**config.mk**
```make
export PLATFORM = sky130hd
export DESIGN_NAME = urish_simon_game
export DESIGN_NICKNAME = d
export VERILOG_FILES = /design/src/rtl/urish_simon_game.sv
export SDC_FILE = /design/constraint.sdc
export NUM_CORES = 1
export LEC_CHECK = 0
export ABC_AREA = 1
export BUFFER_PORTS_ARGS = -buffer_cell sky130_fd_sc_hd__buf_4
export CORE_ASPECT_RATIO = 0.75
export CORE_MARGIN = 4
export CORE_UTILIZATION = 35
export DETAILED_ROUTE_END_ITERATION = 16
export PLACE_DENSITY = 0.55
export SYNTH_ARGS = -nofsm -noshare
export SYNTH_HDL_FRONTEND = slang
export SYNTH_SLANG_ARGS = --single-unit
```
**constraint.sdc**
```tcl
create_clock -name clk -period 4.1 [get_ports clk]
set_clock_uncertainty 0.1 [all_clocks]
set_input_delay 0.205 -clock clk [delete_from_list [all_inputs] [get_ports clk]]
set_output_delay 0.205 -clock clk [all_outputs]
set_load 0.02 [all_outputs]
```
**src/rtl/urish_simon_game.sv**
```systemverilog
`default_nettype none
// ============================================================================
// Module   : urish_simon_game
// Brief    : Simon memory game core (4 buttons, 4 LEDs, piezo, 2-digit score).
// Revision : 1.0
// ============================================================================
module urish_simon_game #(
    parameter int CLK_HZ     = 50000,
    parameter int SHOW_MS    = 300,
    parameter int GAP_MS     = 50,
    parameter int TIMEOUT_MS = 3000,
    parameter int MUX_HZ     = 500
) (
    input  logic       clk,
    input  logic       rst,
    input  logic       ena,
    input  logic [7:0] ui_in,
    output logic [7:0] uo_out,
    input  logic [7:0] uio_in,
    output logic [7:0] uio_out,
    output logic [7:0] uio_oe
);
    localparam int C_SHOW = (CLK_HZ * SHOW_MS) / 1000;
    localparam int C_GAP  = (CLK_HZ * GAP_MS) / 1000;
    localparam int C_TMO  = (CLK_HZ * TIMEOUT_MS) / 1000;
    localparam int C_SEC  = CLK_HZ;
    localparam int C_DEB  = (CLK_HZ * 10) / 1000;
    localparam int C_MUX  = CLK_HZ / (2 * MUX_HZ);
    localparam int C_HP0  = CLK_HZ / (2 * 196);
    localparam int C_HP1  = CLK_HZ / (2 * 262);
    localparam int C_HP2  = CLK_HZ / (2 * 330);
    localparam int C_HP3  = CLK_HZ / (2 * 784);
    localparam int C_HPF  = CLK_HZ / (2 * 100);
    localparam int TW     = $clog2(C_TMO + C_SEC + 4 * C_GAP + C_SHOW + 1);
    localparam int DW     = $clog2(C_DEB + 1);
    localparam int MW     = $clog2(C_MUX + 1);
    localparam int HW     = $clog2(C_HPF + 1);

    typedef enum logic [2:0] {
        S_IDLE, S_SHOW, S_PGAP, S_WAIT, S_INPUT, S_GAP, S_FAIL, S_WIN
    } state_t;

    function automatic logic [15:0] lfsr_next(input logic [15:0] v);
        return {v[14:0], v[15] ^ v[13] ^ v[12] ^ v[10]};
    endfunction

    function automatic logic [1:0] lowest(input logic [3:0] m);
        if (m[0])      return 2'd0;
        else if (m[1]) return 2'd1;
        else if (m[2]) return 2'd2;
        else           return 2'd3;
    endfunction

    function automatic logic [6:0] seg7(input logic [3:0] d);
        case (d)
            4'd0: return 7'h3F;  4'd1: return 7'h06;  4'd2: return 7'h5B;
            4'd3: return 7'h4F;  4'd4: return 7'h66;  4'd5: return 7'h6D;
            4'd6: return 7'h7D;  4'd7: return 7'h07;  4'd8: return 7'h7F;
            4'd9: return 7'h6F;  default: return 7'h00;
        endcase
    endfunction

    state_t          state_q, state_d;
    logic [3:0]      sync1_q, sync1_d, sync2_q, sync2_d, cand_q, cand_d;
    logic [3:0]      deb_q, deb_d, prev_q, prev_d;
    logic [DW-1:0]   dcnt_q, dcnt_d;
    logic [15:0]     lfsr_q, lfsr_d, seed_q, seed_d, seq_q, seq_d;
    logic [1:0]      col_q, col_d, key_q, key_d;
    logic [6:0]      len_q, len_d, idx_q, idx_d;
    logic [3:0]      tens_q, tens_d, units_q, units_d;
    logic [TW-1:0]   tmr_q, tmr_d;
    logic            after_q, after_d;
    logic [3:0]      led_q, led_d;
    logic [2:0]      tone_q, tone_d;
    logic [HW-1:0]   tcnt_q, tcnt_d;
    logic            spk_q, spk_d;
    logic            dig1_q, dig1_d, dig2_q, dig2_d;
    logic [MW-1:0]   mcnt_q, mcnt_d;

    logic [3:0]      w_press;
    logic [15:0]     w_lfsr_nx, w_seq_nx, w_seed_nx;
    logic [TW-1:0]   w_gap_end;
    logic [HW-1:0]   w_hp;
    logic            unused_ok;

    assign w_press   = deb_q & ~prev_q;
    assign w_lfsr_nx = lfsr_next(lfsr_q);
    assign w_seq_nx  = lfsr_next(seq_q);
    assign w_seed_nx = lfsr_next(seed_q);
    // The gap after a completed round is four times the normal step gap.
    assign w_gap_end = after_q ? TW'(4 * C_GAP - 1) : TW'(C_GAP - 1);
    assign unused_ok = &{1'b0, ena, uio_in, ui_in[7:5]};

    always_comb begin
        w_hp = '0;
        case (tone_q)
            3'd1: w_hp = HW'(C_HP0);
            3'd2: w_hp = HW'(C_HP1);
            3'd3: w_hp = HW'(C_HP2);
            3'd4: w_hp = HW'(C_HP3);
            3'd5: w_hp = HW'(C_HPF);
            default: w_hp = '0;
        endcase
    end

    always_comb begin
        sync1_d = ui_in[3:0];
        sync2_d = sync1_q;
        cand_d  = cand_q;
        deb_d   = deb_q;
        dcnt_d  = dcnt_q;
        prev_d  = deb_q;
        // A new level must hold unchanged for the full debounce window.
        if (sync2_q != cand_q) begin
            cand_d = sync2_q;
            dcnt_d = '0;
        end else if (cand_q != deb_q) begin
            if (dcnt_q == DW'(C_DEB - 1)) begin
                deb_d  = cand_q;
                dcnt_d = '0;
            end else begin
                dcnt_d = dcnt_q + 1'b1;
            end
        end

        lfsr_d  = w_lfsr_nx;
        state_d = state_q;
        tmr_d   = tmr_q;
        seed_d  = seed_q;
        seq_d   = seq_q;
        col_d   = col_q;
        key_d   = key_q;
        len_d   = len_q;
        idx_d   = idx_q;
        tens_d  = tens_q;
        units_d = units_q;
        after_d = after_q;

        case (state_q)
            S_IDLE: if (|w_press) begin
                seed_d  = lfsr_q;
                seq_d   = w_lfsr_nx;
                col_d   = w_lfsr_nx[1:0];
                len_d   = 7'd1;
                idx_d   = 7'd0;
                tens_d  = 4'd0;
                units_d = 4'd0;
                tmr_d   = '0;
                state_d = S_SHOW;
            end
            S_SHOW: if (tmr_q == TW'(C_SHOW - 1)) begin
                tmr_d   = '0;
                state_d = S_PGAP;
            end else tmr_d = tmr_q + 1'b1;
            S_PGAP: if (tmr_q == TW'(C_GAP - 1)) begin
                tmr_d = '0;
                if (idx_q == len_q - 7'd1) begin
                    idx_d   = 7'd0;
                    seq_d   = w_seed_nx;
                    col_d   = w_seed_nx[1:0];
                    state_d = S_WAIT;
                end else begin
                    idx_d   = idx_q + 7'd1;
                    seq_d   = w_seq_nx;
                    col_d   = w_seq_nx[1:0];
                    state_d = S_SHOW;
                end
            end else tmr_d = tmr_q + 1'b1;
            S_WAIT: if (|w_press) begin
                key_d   = lowest(w_press);
                tmr_d   = '0;
                state_d = S_INPUT;
            end else if (tmr_q == TW'(C_TMO - 1)) begin
                tmr_d   = '0;
                state_d = S_FAIL;
            end else tmr_d = tmr_q + 1'b1;
            S_INPUT: if (tmr_q >= TW'(C_SHOW / 2 - 1) && !deb_q[key_q]) begin
                tmr_d   = '0;
                state_d = S_GAP;
                if (key_q != col_q) begin
                    state_d = S_FAIL;
                end else if (idx_q == len_q - 7'd1) begin
                    if (units_q == 4'd9) begin
                        if (tens_q != 4'd9) begin
                            tens_d  = tens_q + 4'd1;
                            units_d = 4'd0;
                        end
                    end else units_d = units_q + 4'd1;
                    after_d = 1'b1;
                    if (len_q == 7'd99) state_d = S_WIN;
                    else len_d = len_q + 7'd1;
                end else begin
                    idx_d   = idx_q + 7'd1;
                    seq_d   = w_seq_nx;
                    col_d   = w_seq_nx[1:0];
                    after_d = 1'b0;
                end
            end else if (tmr_q < TW'(C_SHOW / 2 - 1)) tmr_d = tmr_q + 1'b1;
            S_GAP: if (tmr_q == w_gap_end) begin
                tmr_d = '0;
                if (after_q) begin
                    idx_d   = 7'd0;
                    seq_d   = w_seed_nx;
                    col_d   = w_seed_nx[1:0];
                    state_d = S_SHOW;
                end else state_d = S_WAIT;
            end else tmr_d = tmr_q + 1'b1;
            S_FAIL, S_WIN: if (tmr_q == TW'(C_SEC - 1)) begin
                tmr_d   = '0;
                state_d = S_IDLE;
            end else tmr_d = tmr_q + 1'b1;
            default: state_d = S_IDLE;
        endcase

        // LED and tone follow the next state so they change on the same edge.
        led_d  = 4'h0;
        tone_d = 3'd0;
        case (state_d)
            S_SHOW:  begin led_d = 4'b0001 << col_d; tone_d = {1'b0, col_d} + 3'd1; end
            S_INPUT: begin led_d = 4'b0001 << key_d; tone_d = {1'b0, key_d} + 3'd1; end
            S_FAIL:  begin led_d = 4'hF; tone_d = 3'd5; end
            S_WIN:   led_d = (tmr_d < TW'(C_SEC / 4) ||
                             (tmr_d >= TW'(C_SEC / 2) && tmr_d < TW'(3 * C_SEC / 4))) ? 4'hF : 4'h0;
            default: ;
        endcase

        tcnt_d = tcnt_q + 1'b1;
        spk_d  = spk_q;
        if (tone_d != tone_q || tone_q == 3'd0) begin
            tcnt_d = '0;
            spk_d  = 1'b0;
        end else if (tcnt_q >= w_hp - HW'(1)) begin
            tcnt_d = '0;
            spk_d  = ~spk_q;
        end

        mcnt_d = mcnt_q + 1'b1;
        dig1_d = dig1_q;
        dig2_d = dig2_q;
        if (!dig1_q && !dig2_q) begin
            dig1_d = 1'b1;
            mcnt_d = '0;
        end else if (mcnt_q == MW'(C_MUX - 1)) begin
            mcnt_d = '0;
            dig1_d = ~dig1_q;
            dig2_d = ~dig2_q;
        end
    end

    always_ff @(posedge clk or posedge rst) begin
        if (rst) begin
            state_q <= S_IDLE;
            sync1_q <= '0;  sync2_q <= '0;  cand_q <= '0;  deb_q <= '0;  prev_q <= '0;
            dcnt_q  <= '0;
            lfsr_q  <= 16'hACE1;
            seed_q  <= '0;  seq_q <= '0;  col_q <= '0;  key_q <= '0;
            len_q   <= '0;  idx_q <= '0;  tens_q <= '0;  units_q <= '0;
            tmr_q   <= '0;  after_q <= 1'b0;
            led_q   <= '0;  tone_q <= '0;  tcnt_q <= '0;  spk_q <= 1'b0;
            dig1_q  <= 1'b0;  dig2_q <= 1'b0;  mcnt_q <= '0;
        end else begin
            state_q <= state_d;
            sync1_q <= sync1_d;  sync2_q <= sync2_d;  cand_q <= cand_d;
            deb_q   <= deb_d;    prev_q  <= prev_d;   dcnt_q <= dcnt_d;
            lfsr_q  <= lfsr_d;
            seed_q  <= seed_d;  seq_q <= seq_d;  col_q <= col_d;  key_q <= key_d;
            len_q   <= len_d;   idx_q <= idx_d;  tens_q <= tens_d;  units_q <= units_d;
            tmr_q   <= tmr_d;   after_q <= after_d;
            led_q   <= led_d;   tone_q <= tone_d;  tcnt_q <= tcnt_d;  spk_q <= spk_d;
            dig1_q  <= dig1_d;  dig2_q <= dig2_d;  mcnt_q <= mcnt_d;
        end
    end

    assign uo_out  = {1'b0, dig2_q, dig1_q, spk_q, led_q};
    assign uio_out = {1'b0, seg7(dig1_q ? tens_q : units_q) ^ {7{ui_in[4]}}};
    assign uio_oe  = 8'h7F;
endmodule
`default_nettype wire

```
# Yosys cells after proc, flatten, opt, wreduce, memory -nomap -nowiden
# Memories as Yosys holds them, arrays and structs flattened.
# Index checks and enable logic that the tools add are counted.
[classes]
add_sub_neg = 12
order_cmp = 7
n_eq_ne = 43
shifts = 2
n_mux = 95
bitwise = 18
reduce_logical = 25
[op_table]
columns = ["operator", "count"]
rows = [
  ["$mux W18", 9],
  ["$mux W16", 8],
  ["$pmux W18 S7", 1],
  ["$mux W7", 13],
  ["$pmux W16 S4", 1],
  ["$mux W4", 13],
  ["$pmux W8 S5", 1],
  ["$mux W2", 17],
  ["$pmux W7 S4", 1],
  ["$eq A3 B3 Y1 const B", 9],
  ["$mux W9", 3],
  ["$mux W3", 8],
  ["$ne A2 B2 Y1 const B", 11],
  ["$pmux W3 S7", 1],
  ["$add A18 B1 Y18 const B", 1],
  ["$eq A18 B12 Y1 const B", 1],
  ["$eq A18 B14 Y1", 1],
  ["$eq A18 B14 Y1 const B", 1],
  ["$eq A18 B16 Y1 const B", 1],
  ["$eq A18 B18 Y1 const B", 1],
  ["$ge A18 B13 Y1 const B", 1],
  ["$ge A18 B15 Y1 const B", 1],
  ["$lt A18 B13 Y1 const B", 1],
  ["$lt A18 B14 Y1 const B", 1],
  ["other kinds (52)", 96],
]
[totals]
reg_bits = 149
rom_bits = 112
in_bits = 19
out_inout_bits = 24
wordCells = 228
mem_count = 1
[memory_table]
columns = ["name", "depth", "width", "read_ports", "rd_clocked_by_memory_dff", "write_ports", "line_no", "source"]
rows = [
  ["(no name shown)", 16, 7, 1, 0, 0, "55", "case (d)"],
]

# Logic depth before layout (Yosys ltp)
[logic_depth]
word_depth = 12
depth_mapped = 25
ltp_nobuf = 25

# Least setup slack after synthesis
# No wires, ideal clock.
[synth_timing]
path_kind = "register to register"
start = "register tmr_q[0]"
end = "register spk_q"
setup_time_ns = 0.070
arrival_ns = 2.943
t_required_ns = 3.930
setup_slack_ns = 0.987
stages_incl_launch_ff = 20
path_buffers = 0
synth_period_minus_slack_ns = 3.113
cell_sequence = "dfrtp_1 ha_1 nand2_1 nor3_1 nand3_1 nand2_1 nand2_2 nor4_4 nand3_4 nor2_4 nand3_2 o21ai_0 inv_1 ha_1 nand2_2 nand2_1 nand2_1 nor2_2 nand2_4 nor2_2"
[synth_between]
elab_chain_len = 9
word_cells_on_any_way = 28
classes_between = "add/sub (1); order compare (1); eq/ne (9); mux (14); reduce/logical (3)"
[synth_rtl]
columns = ["element", "line_no", "source"]
rows = [
  ["from (decl)", "71", "logic [TW-1:0] tmr_q, tmr_d;"],
  ["from (signal assigned)", "268", "tmr_q <= tmr_d; after_q <= after_d;"],
  ["$ge A18 B13 Y1 or $eq A18 B18 Y1 (tied branches)", "177, 173", ""],
  ["$logic_and A1 B1 Y1 or $mux W3 (tied branches)", "177, 173", ""],
  ["$mux W2, or another cell as far along", "177", "S_INPUT: if (tmr_q >= TW'(C_SHOW / 2 - 1) && !deb_q[key_q]) begin"],
  ["$pmux W2 S4 or $pmux W3 S7 (tied branches)", "139", "case (state_q)"],
  ["$add A2 B1 Y3, or another cell as far along", "219", "S_SHOW: begin led_d = 4'b0001 << col_d; tone_d = {1'b0, col_d} + 3'd1; end"],
  ["$pmux W3 S3 *", "218", "case (state_d)"],
  ["$ne A3 B3 Y1 *", "229", "if (tone_d != tone_q || tone_q == 3'd0) begin"],
  ["$logic_or A1 B1 Y1 *", "229", ""],
  ["$mux W1 or $reduce_bool A2 Y1 (tied branches)", "-", ""],
  ["to (signal assigned)", "269", "led_q <= led_d; tone_q <= tone_d; tcnt_q <= tcnt_d; spk_q <= spk_d;"],
  ["to (decl)", "76", "logic spk_q, spk_d;"],
]
# Every way passes the cells marked *; elsewhere a longest branch is shown, timed or not.
# A chain may end at the register's enable or synchronous reset.

# Final worst setup path
[layout_timing]
start = "register tmr_q[9]"
end = "register spk_q"
# The elaborated chain is that of the path after synthesis.

==> metrics.txt <==
status finished clean; fill count 2619; CTS root buffer clkbuf_16; fin crit share 89.33%; maximum clock rate roughly 270 MHz; Slew headroom 53.80%; Crit. End Element flop; Via Count ~7600; total of max-cap violations 0; Synth Register Bits 149; die area 28820 um^2; Initial DRC Count ~500; Core ar. 25340 um^2; PwrDens ~300 nW/um^2; worst-skew pair later-pin latency 440 ps; first-pass GRT wire length 37190 um; Syn. warnings 0; CTS Sinks 149; I/O Buffers 20; Final min period 3663 ps; Synth Cell Area slightly above 9000 um^2; cell leakage power between 5 and 6 nW; Tot GR Track Use 15.69%; main combinational cell family by area after synthesis simple AND/OR/NAND/NOR gates; sequential element share of the synthesized area 40.86%; vias per inst 4.813; drt pass-1 iters 6; clock buffer depth 2; initial antenna violation count 0; largest net degree at the start of global routing 125; Clock transition at path regs roughly 70 ps; wire per inst 13.73 um; Max IR drop VDD 0.2822 mV; worst path required time ~4400 ps; GPL Wtd Cong 0.9504; CTS tree built; WP data arrival 3930 ps; mux contribution to synthesized area 0.2461%; Hold Vio Cnt, Final 0; average size of a mapped cell around 7.6 um^2; total gr overflow 0; hpwl dp 15680 um; Antenna Cells 0; simple logic cell fraction of the synthesized area 29.88%; Area Overhead vs Synth 12.46%; Die Ht approximately 150 um; startpoint types flop; total CTS buffers 17; final core utilization 40.61%; vias in the first global route 7218; fin nets 1282; max-slew violation count 0; drt total wl 21760 um; share of layout cells above drive strength 1 11.79%; post-synthesis compound-gate area fraction 11.58%; worst-path fanout max 15; row cnt 50; setup TNS 0 ps; Min-Delay Path Class reg2reg; synth unique cells 53; final antenna-violating net count 0; # H-tree levels 4; Adder-Cell Fraction of Synth Area 3.966%; cells after synthesis 1207; post-CTS setup buffers 0; RSZ-0062 raised after global routing no; Final setup viols 0; Die X 194.7 um; Multi-input gate area 4667 um^2; # IOs between 40 and 50; starting density of the core between 30% and 40%; crit path kind reg2reg; XOR/XNOR Fraction of Synth Area under 10%; Register Area 3739 um^2; worst slew pin tran 693.0 ps; # DRC 0
==> cell families after synthesis <==
logic type | count (synthesis)
compound gates | 184
xor+xnor | 51
fa+ha+maj | 29
buf+inv | 187
flops | 149
mux | 2
other cells | 2
simple gates | 603
==> cell usage in the layout, fill, tap and decap left out, types with 3 or more instances in the layout <==
| master | n |
|---|---|
| a21oi_1 | 47 |
| a221oi_1 | 4 |
| and3_1 | 3 |
| buf_4 | 30 |
| clkbuf_16 | 17 |
| clkinv_1 | 4 |
| conb_1 | 11 |
| dfrtp_1 | 141 |
| dfstp_2 | 8 |
| dlygate4sd3_1 | 5 |
| ha_1 | 29 |
| inv_1 | 130 |
| inv_2 | 15 |
| inv_6 | 7 |
| nand2_1 | 307 |
| nand2_2 | 9 |
| nand2_4 | 6 |
| nand3_1 | 67 |
| nand3_2 | 4 |
| nand3b_1 | 6 |
| nand4_1 | 16 |
| nor2_1 | 119 |
| nor2_2 | 19 |
| nor2_4 | 7 |
| nor3_1 | 26 |
| o211ai_1 | 15 |
| o21ai_0 | 81 |
| o21ai_1 | 8 |
| o21bai_1 | 7 |
| o22ai_1 | 7 |
| or2_2 | 3 |
| xnor2_1 | 18 |
| xor2_1 | 33 |
==> stage by stage <==
stage / total power, W / cells / setup slack [ps] / area, um^2 / hold slack, ps
finish: 0.003136 / 1585 / 437.3 / 10290 / 253.7
global route: 0.003268 / 1585 / 55.46 / 10290 / 258.6
CTS: 0.003194 / 1585 / 412.4 / 10290 / 257.7
detailed placement: 0.001581 / 1548 / 429.6 / 9641 / 215.3
global placement: 0.001580 / 1548 / 486.8 / 9641 / 214.7
floorplan: 0.001563 / 1216 / 986.7 / 9188 / 136.4
==> state kept, by name, summed over array words and instances (netlist names), 2 cells and up <==
signal	cells
tmr_q	18
tens_q	4
units_q	4
idx_q	7
led_q	4
len_q	7
sync2_q	4
dcnt_q	9
lfsr_q	16
seed_q	16
col_q	2
seq_q	16
mcnt_q	6
cand_q	4
tone_q	3
prev_q	4
tcnt_q	8
state_q	3
deb_q	4
sync1_q	4
key_q	2
==> timing repair <==
item | CTS | global route
gates resized for setup | 0 | 0
hold endpoints to repair | 29 | 0
hold buffers | 5 | 0
==> worst paths after layout <==
kind                                           start               endpoint  slack (ps)  cells after the start
worst min register to register  sync1_q[3]$_DFF_PP0_   sync2_q[3]$_DFF_PP0_         250                      0
min in group asynchronous                        rst  seed_q[5]$_DFFE_PP0P_         300                      3
worst max register to register    tmr_q[9]$_DFF_PP0_      spk_q$_DFFE_PP0P_         440                     22
max in group asynchronous                        rst    tmr_q[16]$_DFF_PP0_        2550                      4
worst min-delay path            sync1_q[3]$_DFF_PP0_   sync2_q[3]$_DFF_PP0_         250                      0
worst max-delay path              tmr_q[9]$_DFF_PP0_      spk_q$_DFFE_PP0P_         440                     22
==> synth_stat cells (all sizes together) <==
cell / n / share of area (%)
nor3: 27 / 1.5
a22oi: 1 / 0.082
o31ai: 2 / 0.16
nor2: 146 / 7.3
mux2: 2 / 0.25
o21a: 2 / 0.16
a211oi: 2 / 0.16
nand4: 16 / 1.1
clkinv: 4 / 0.16
dfrtp: 141 / 39
nor3b: 1 / 0.082
and2: 1 / 0.068
o22ai: 7 / 0.48
o211ai: 16 / 1.4
ha: 29 / 4.0
o21ai: 90 / 5.0
buf: 24 / 1.8
and3: 3 / 0.21
nand3: 73 / 4.5
nand2: 322 / 14
xor2: 33 / 3.2
inv: 146 / 6.0
o221ai: 2 / 0.19
o21bai: 8 / 0.70
nor4: 3 / 0.37
or2: 5 / 0.34
dfstp: 8 / 2.3
nand3b: 6 / 0.49
clkbuf: 13 / 0.53
conb: 2 / 0.082
a21boi: 1 / 0.082
a221oi: 4 / 0.38
xnor2: 18 / 1.7
a21oi: 49 / 2.8
==> where the power goes <==
part / total (W) / switching, W / internal (W)
logic: 0.0000727 / 0.0000531 / 0.0000196
registers: 0.00148 / 0.00000428 / 0.00148
clock network: 0.00158 / 0.000702 / 0.000881
==> critical path, stage by stage, from the launching register on <==
cell and delay [ps]:
dfrtp_1 580, inv_1 160, nand2_1 130, nor2_1 60, o21ai_1 70, nand2_1 60, nand2_1 160, nand2_4 170
nand2_4 190, nor2_8 50, nand2_4 70, nand3_4 110, nor2_4 150, nand3_2 130, o21ai_0 380, inv_1 120
ha_1 320, nand2_2 60, nand2_1 60, nand2_1 60, nor2_2 140, nand2_4 130, nor2_2 110
==> per-layer routing <==
layer,vias up,wire [um],GRT usage (%)
met3,12,940,3.395
met1,3552,11670,24.31
li1,3936,-,-
met2,129,8960,22.34
met5,-,0,0
met4,0,181,3.373
==> cell type report <==
| cell class | instances | share of cell area (%) |
|---|---|---|
| tap | 338 | 4.110 |
| clock inverter | 14 | 1.556 |
| timing repair buffer | 36 | 2.870 |
| clock buffer | 18 | 4.268 |
| sequential | 149 | 36.33 |
| inverter | 150 | 5.508 |
| multi-input combinational | 880 | 45.35 |
Power figures use the tool's default switching activity.
